==> src/rtl/imem_loader.sv <==
// Boot-time instruction-memory loader: packs a byte stream into big-endian
// words, writes them to consecutive addresses, holds the core in reset.
module imem_loader #(
  parameter int ADDR_W = 32,
  parameter int DATA_W = 32,
  parameter int CNT_W  = 16
) (
  input  logic              clock,
  input  logic              reset,
  input  logic              start,
  input  logic [ADDR_W-1:0] base_addr,
  input  logic [CNT_W-1:0]  word_count,
  input  logic              in_valid,
  input  logic [7:0]        in_data,
  output logic              in_ready,
  output logic              im_write_enable,
  output logic [ADDR_W-1:0] im_write_address,
  output logic [DATA_W-1:0] im_write_data,
  output logic              core_reset_n,
  output logic              busy,
  output logic              done,
  output logic [DATA_W-1:0] checksum
);

  localparam int NB = DATA_W / 8;
  localparam int BW = (NB > 1) ? $clog2(NB) : 1;

  typedef enum logic [1:0] {
    IDLE,
    LOAD,
    WRITE,
    DONE
  } state_t;

  state_t            state;
  logic [ADDR_W-1:0] addr;
  logic [CNT_W-1:0]  remaining;
  logic [BW-1:0]     byte_cnt;
  logic [DATA_W-1:0] word;
  logic [DATA_W-1:0] shifted;
  logic              last_byte;
  logic              take;

  // Earlier bytes move toward the MSB, so byte 0 ends up on top.
  assign shifted   = DATA_W'({word, in_data});
  assign last_byte = (byte_cnt == BW'(NB - 1));
  assign take      = in_valid && in_ready;

  always_ff @(posedge clock) begin
    if (reset) begin
      state            <= IDLE;
      addr             <= '0;
      remaining        <= '0;
      byte_cnt         <= '0;
      word             <= '0;
      in_ready         <= 1'b0;
      im_write_enable  <= 1'b0;
      im_write_address <= '0;
      im_write_data    <= '0;
      core_reset_n     <= 1'b0;
      busy             <= 1'b0;
      done             <= 1'b0;
      checksum         <= '0;
    end else begin
      unique case (state)
        IDLE, DONE: begin
          if (start) begin
            addr      <= base_addr;
            remaining <= word_count;
            checksum  <= '0;
            byte_cnt  <= '0;
            word      <= '0;
            if (word_count == '0) begin
              state        <= DONE;
              done         <= 1'b1;
              core_reset_n <= 1'b1;
            end else begin
              state        <= LOAD;
              done         <= 1'b0;
              core_reset_n <= 1'b0;
              in_ready     <= 1'b1;
              busy         <= 1'b1;
            end
          end
        end
        LOAD: begin
          if (take) begin
            word     <= shifted;
            byte_cnt <= byte_cnt + BW'(1);
            if (last_byte) begin
              state            <= WRITE;
              byte_cnt         <= '0;
              in_ready         <= 1'b0;
              im_write_enable  <= 1'b1;
              im_write_address <= addr;
              im_write_data    <= shifted;
            end
          end
        end
        WRITE: begin
          im_write_enable <= 1'b0;
          checksum        <= checksum ^ im_write_data;
          addr            <= addr + ADDR_W'(1);
          remaining       <= remaining - CNT_W'(1);
          if (remaining == CNT_W'(1)) begin
            state        <= DONE;
            busy         <= 1'b0;
            done         <= 1'b1;
            core_reset_n <= 1'b1;
          end else begin
            state    <= LOAD;
            in_ready <= 1'b1;
          end
        end
        default: state <= IDLE;
      endcase
    end
  end

endmodule

==> config.mk <==
export PLATFORM = sky130hd
export DESIGN_NAME = imem_loader
export DESIGN_NICKNAME = d
export VERILOG_FILES = /design/src/rtl/imem_loader.sv
export SDC_FILE = /design/constraint.sdc
export NUM_CORES = 1
export LEC_CHECK = 0
export ABC_CLOCK_PERIOD_IN_PS = 2600
export CAP_MARGIN = 10
export CORE_MARGIN = 5
export CORE_UTILIZATION = 51
export DETAILED_ROUTE_END_ITERATION = 12
export HOLD_SLACK_MARGIN = 0.05
export PLACE_DENSITY = 0.77
export REMOVE_ABC_BUFFERS = 1
export SYNTH_ARGS = -nofsm -noshare
export SYNTH_HDL_FRONTEND = slang
export SYNTH_SLANG_ARGS = --single-unit
==> constraint.sdc <==
create_clock -name clock -period 2.6 [get_ports clock]
set_input_delay 0.26 -clock clock [delete_from_list [all_inputs] [get_ports clock]]
set_output_delay 0.26 -clock clock [all_outputs]
set_load 0.03 [all_outputs]
==> metrics.md <==
| Metric | Value |
|---|---|
| Combinational share of power | `33.3%` |
| Setup violators final | `0` |
| Worst VDD drop | `0.611 mV` |
| Core footprint | `15100 um^2` |
| Count leader, synth | `nand2_1` |
| Die width | `133 um` |
| Final core area utilization | `67.1%` |
| Setup Buffers After CTS | `0` |
| Sequential area share after synthesis | `45.4%` |
| TritonCTS clock tree | `built` |
| Dpl hpwl | `14.5 mm` |
| Post-synthesis cell count | `983` |
| Root buffer cell | `clkbuf_16` |
| Final #Nets | `around 1200` |
| CP Class | `reg -> reg` |
| Initial antenna violation count | `0` |
| Tot GR Track Use | `between 20% and 30%` |
| Hold path start | `reset` |
| Max_slew headroom | `around three fifths` |
| Tcrit/Tclk final | `between 80 and 90%` |
| Post-synth EDFFs | `0` |
| Synth top cells by count | `229 x nand2_1, 176 x dfxtp_1, 120 x a21oi_1` |
| Worst path cell trace | `and4_1 > nand2_8 > or4_4 > or4_1 > a31oi_1` |
| Slowest stage cell, crit path | `or4_4` |
| Minimum clock period | `2.24 ns` |
| TNS Setup | `0 ns` |
| Vias/cell | `5.72` |
| Clk_lat worst skew | `0.42 ns` |
| Yosys cell types | `71` |
| Fin. Hold Viols | `0` |
| Static Leak | `3.41 nW` |
| Share of cells above drive strength 1 | `6.80%` |
| Post-synth top area share | `roughly 45%` |
| Vias in the first global route | `7102` |
| Gr ovfl total | `0` |
| Slowest stage delay, CP | `0.53 ns` |
| Clock Sinks | `176` |
| Final Skew | `0.00889 ns` |
| Wire per inst | `16.4 um` |
| Run status | `finished clean` |
| Yosys reg bits | `176` |
| 1st-pass router iterations | `4` |
| Crit. End Element | `flop` |
| CTS resizes | `0` |
| Worst Hold Class | `in -> reg` |
| Hold-fix buffers at CTS | `0` |
| RSZ-0062 raised after global routing | `false` |
| Worst EP arrival | `2.59 ns` |
| Dominant synthesized flop cell | `dfxtp_1` |
| Routed via count | `7553` |
| Sw Ratio | `38.3%` |
| Initial Util | `51.4%` |
| CTS H-Tree Depth | `4` |
| Clk buf depth | `2` |
| Cell Int Power | `5.51 mW` |
| Largest net degree at the start of global routing | `82` |
| Post-route cell area | `roughly 10000 um^2` |
| Die Ht | `roughly 130 um` |
| Die area | `17800 um^2` |
| Fin. max-slew vios | `0` |
| Startpoint of the worst-slack reg-to-reg timing path | `addr[12]` |
| YS warnings | `0` |
| NetSw | `3.42 mW` |
| Peak Freq | `447 MHz` |
| First-pass GRT wire length | `35.5 mm` |
| Standard-cell rows | `45` |
| GPL Wtd Cong | `0.872` |
| Seq pwr share | `38.4%` |
| DR iter-0 viols | `slightly above 600` |
| Largest area contributor in the netlist | `dfxtp_1` |
| Crit path max fanout | `7` |
| Critical path origin | `addr[12]` |
| Clk pwr share | `28.3%` |
| PortBufs | `160` |
| Hold WS | `~0.27 ns` |
| Synthesized area per cell | `7.90 um^2` |
| CTS Buf Count | `17` |
| Worst slew pin tran | `approximately 0.58 ns` |
| Share of flip-flops with an asynchronous set or reset | `0%` |
| Netlist Area Pre-Place | `7760 um^2` |
| Post-Route WL | `21.6 mm` |
| Area after DPL | `roughly 9500 um^2` |
| Diodes inserted | `0` |
| I/O pin count | `161` |
| Clock transition time at the flip-flop clock pins of the worst setup and hold paths | `0.07 ns` |
| Area Overhead vs Synth | `30.4%` |
| Startpoint type of the worst setup path | `flop` |
| WP data required | `2.95 ns` |
| Final ANT Viol Nets | `0` |
| Pwr/cell area | `882 nW/um^2` |
| Synth area leaders | `dfxtp_1 45%, nand2_1 11%, a21oi_1 7.7%, xor2_1 3.7%, nor2_1 3.6%` |
| Number of max-cap violations | `0` |
| Post-route DRC | `0` |
-- area by class of cell --
type | count | area, um^2
clock buffer | 23 | 488
clock inverter | 9 | 97.6
fill | 1290 | 4970
inverter | 14 | 52.6
multi-input combinational | 725 | 3890
sequential | 176 | 3520
tap | 188 | 235
timing repair buffer | 185 | 1840
-- routing by layer --
metal  track usage [%]  vias up  share of wire, %
li1                  -     3710                 -
met1              32.9     3538                47
met2              39.1      277                46
met3              4.61       28               5.6
met4              7.31        0               1.8
met5                 0        -                 0
-- worst max-delay path: cells and delay by family, from the launching register on --
kind	cells	cell delay, ns
compound gates	1	0.16
flops	1	0.44
simple gates	4	1.57
-- logic make-up after synthesis --
| family | count (synthesis) | share of synthesized area, % |
|---|---|---|
| adders and majority gates | 7 | 1.13 |
| muxes | 7 | 0.919 |
| xor gates and xnor gates | 35 | 3.95 |
| buffers and inverters | 82 | 4.67 |
| AOI/OAI and AO/OA | 234 | 18.1 |
| DFF | 176 | 45.4 |
| and+or+nand+nor | 442 | 25.8 |
-- path summary, 6_finish.rpt --
check / end / slack [ns] / cells past startpoint
worst max-delay path: addr[31] / 0.36 / 5
worst min-delay path: im_write_enable / 0.27 / 2
worst max register to register: addr[31] / 0.36 / 5
worst min register to register: im_write_data[31] / 0.45 / 2
-- flip-flops by register name, summed over array words and instances (netlist names) --
register,cells
addr,32
checksum,32
im_write_address,32
im_write_data,32
word,24
remaining,16
byte_cnt,2
state,2
busy,1
done,1
im_write_enable,1
in_ready,1
-- stage by stage --
step                setup WS (ns)  total power [mW]  instances
floorplan                   -1.38              5.22        915
global placement            0.448              6.34       1288
detailed placement          0.388              6.40       1288
CTS                         0.378              8.92       1320
global route                0.229              9.42       1320
finish                      0.361              8.92       1320
-- power by group through the flow --
stage                     clock network, mW  logic [mW]  registers (mW)
after floorplan                           0        1.81            3.41
after global placement                    0        2.89            3.46
after detailed placement                  0        2.92            3.48
after CTS                              2.56        2.94            3.42
after global routing                   2.67        3.27            3.49
final                                  2.53        2.97            3.43
-- placed cells by master, fill, tap and decap left out, types with 4 or more instances in the layout --
| cell | netlist | routed |
|---|---|---|
| nand2_1 | 229 | 229 |
| dfxtp_1 | 176 | 176 |
| clkdlybuf4s50_1 | 0 | 159 |
| a21oi_1 | 120 | 120 |
| nor2_1 | 74 | 73 |
| nand3_1 | 45 | 45 |
| o21ai_0 | 33 | 33 |
| xor2_1 | 33 | 33 |
| buf_4 | 2 | 22 |
| clkbuf_16 | 0 | 17 |
| nor4_1 | 16 | 16 |
| nand4_1 | 14 | 14 |
| nor3_1 | 14 | 14 |
| a211oi_1 | 14 | 14 |
| inv_1 | 13 | 13 |
| a31oi_1 | 11 | 11 |
| o22ai_1 | 8 | 8 |
| nor2b_1 | 7 | 7 |
| and3_1 | 7 | 7 |
| a311oi_1 | 7 | 7 |
| a22oi_1 | 6 | 6 |
| o32ai_1 | 6 | 6 |
| ha_1 | 7 | 6 |
| and4_1 | 5 | 5 |
| or3_1 | 5 | 5 |
| mux2i_1 | 6 | 5 |
| clkbuf_8 | 3 | 4 |
| buf_12 | 0 | 4 |
Note: power is estimated with default switching activity, not from simulation.
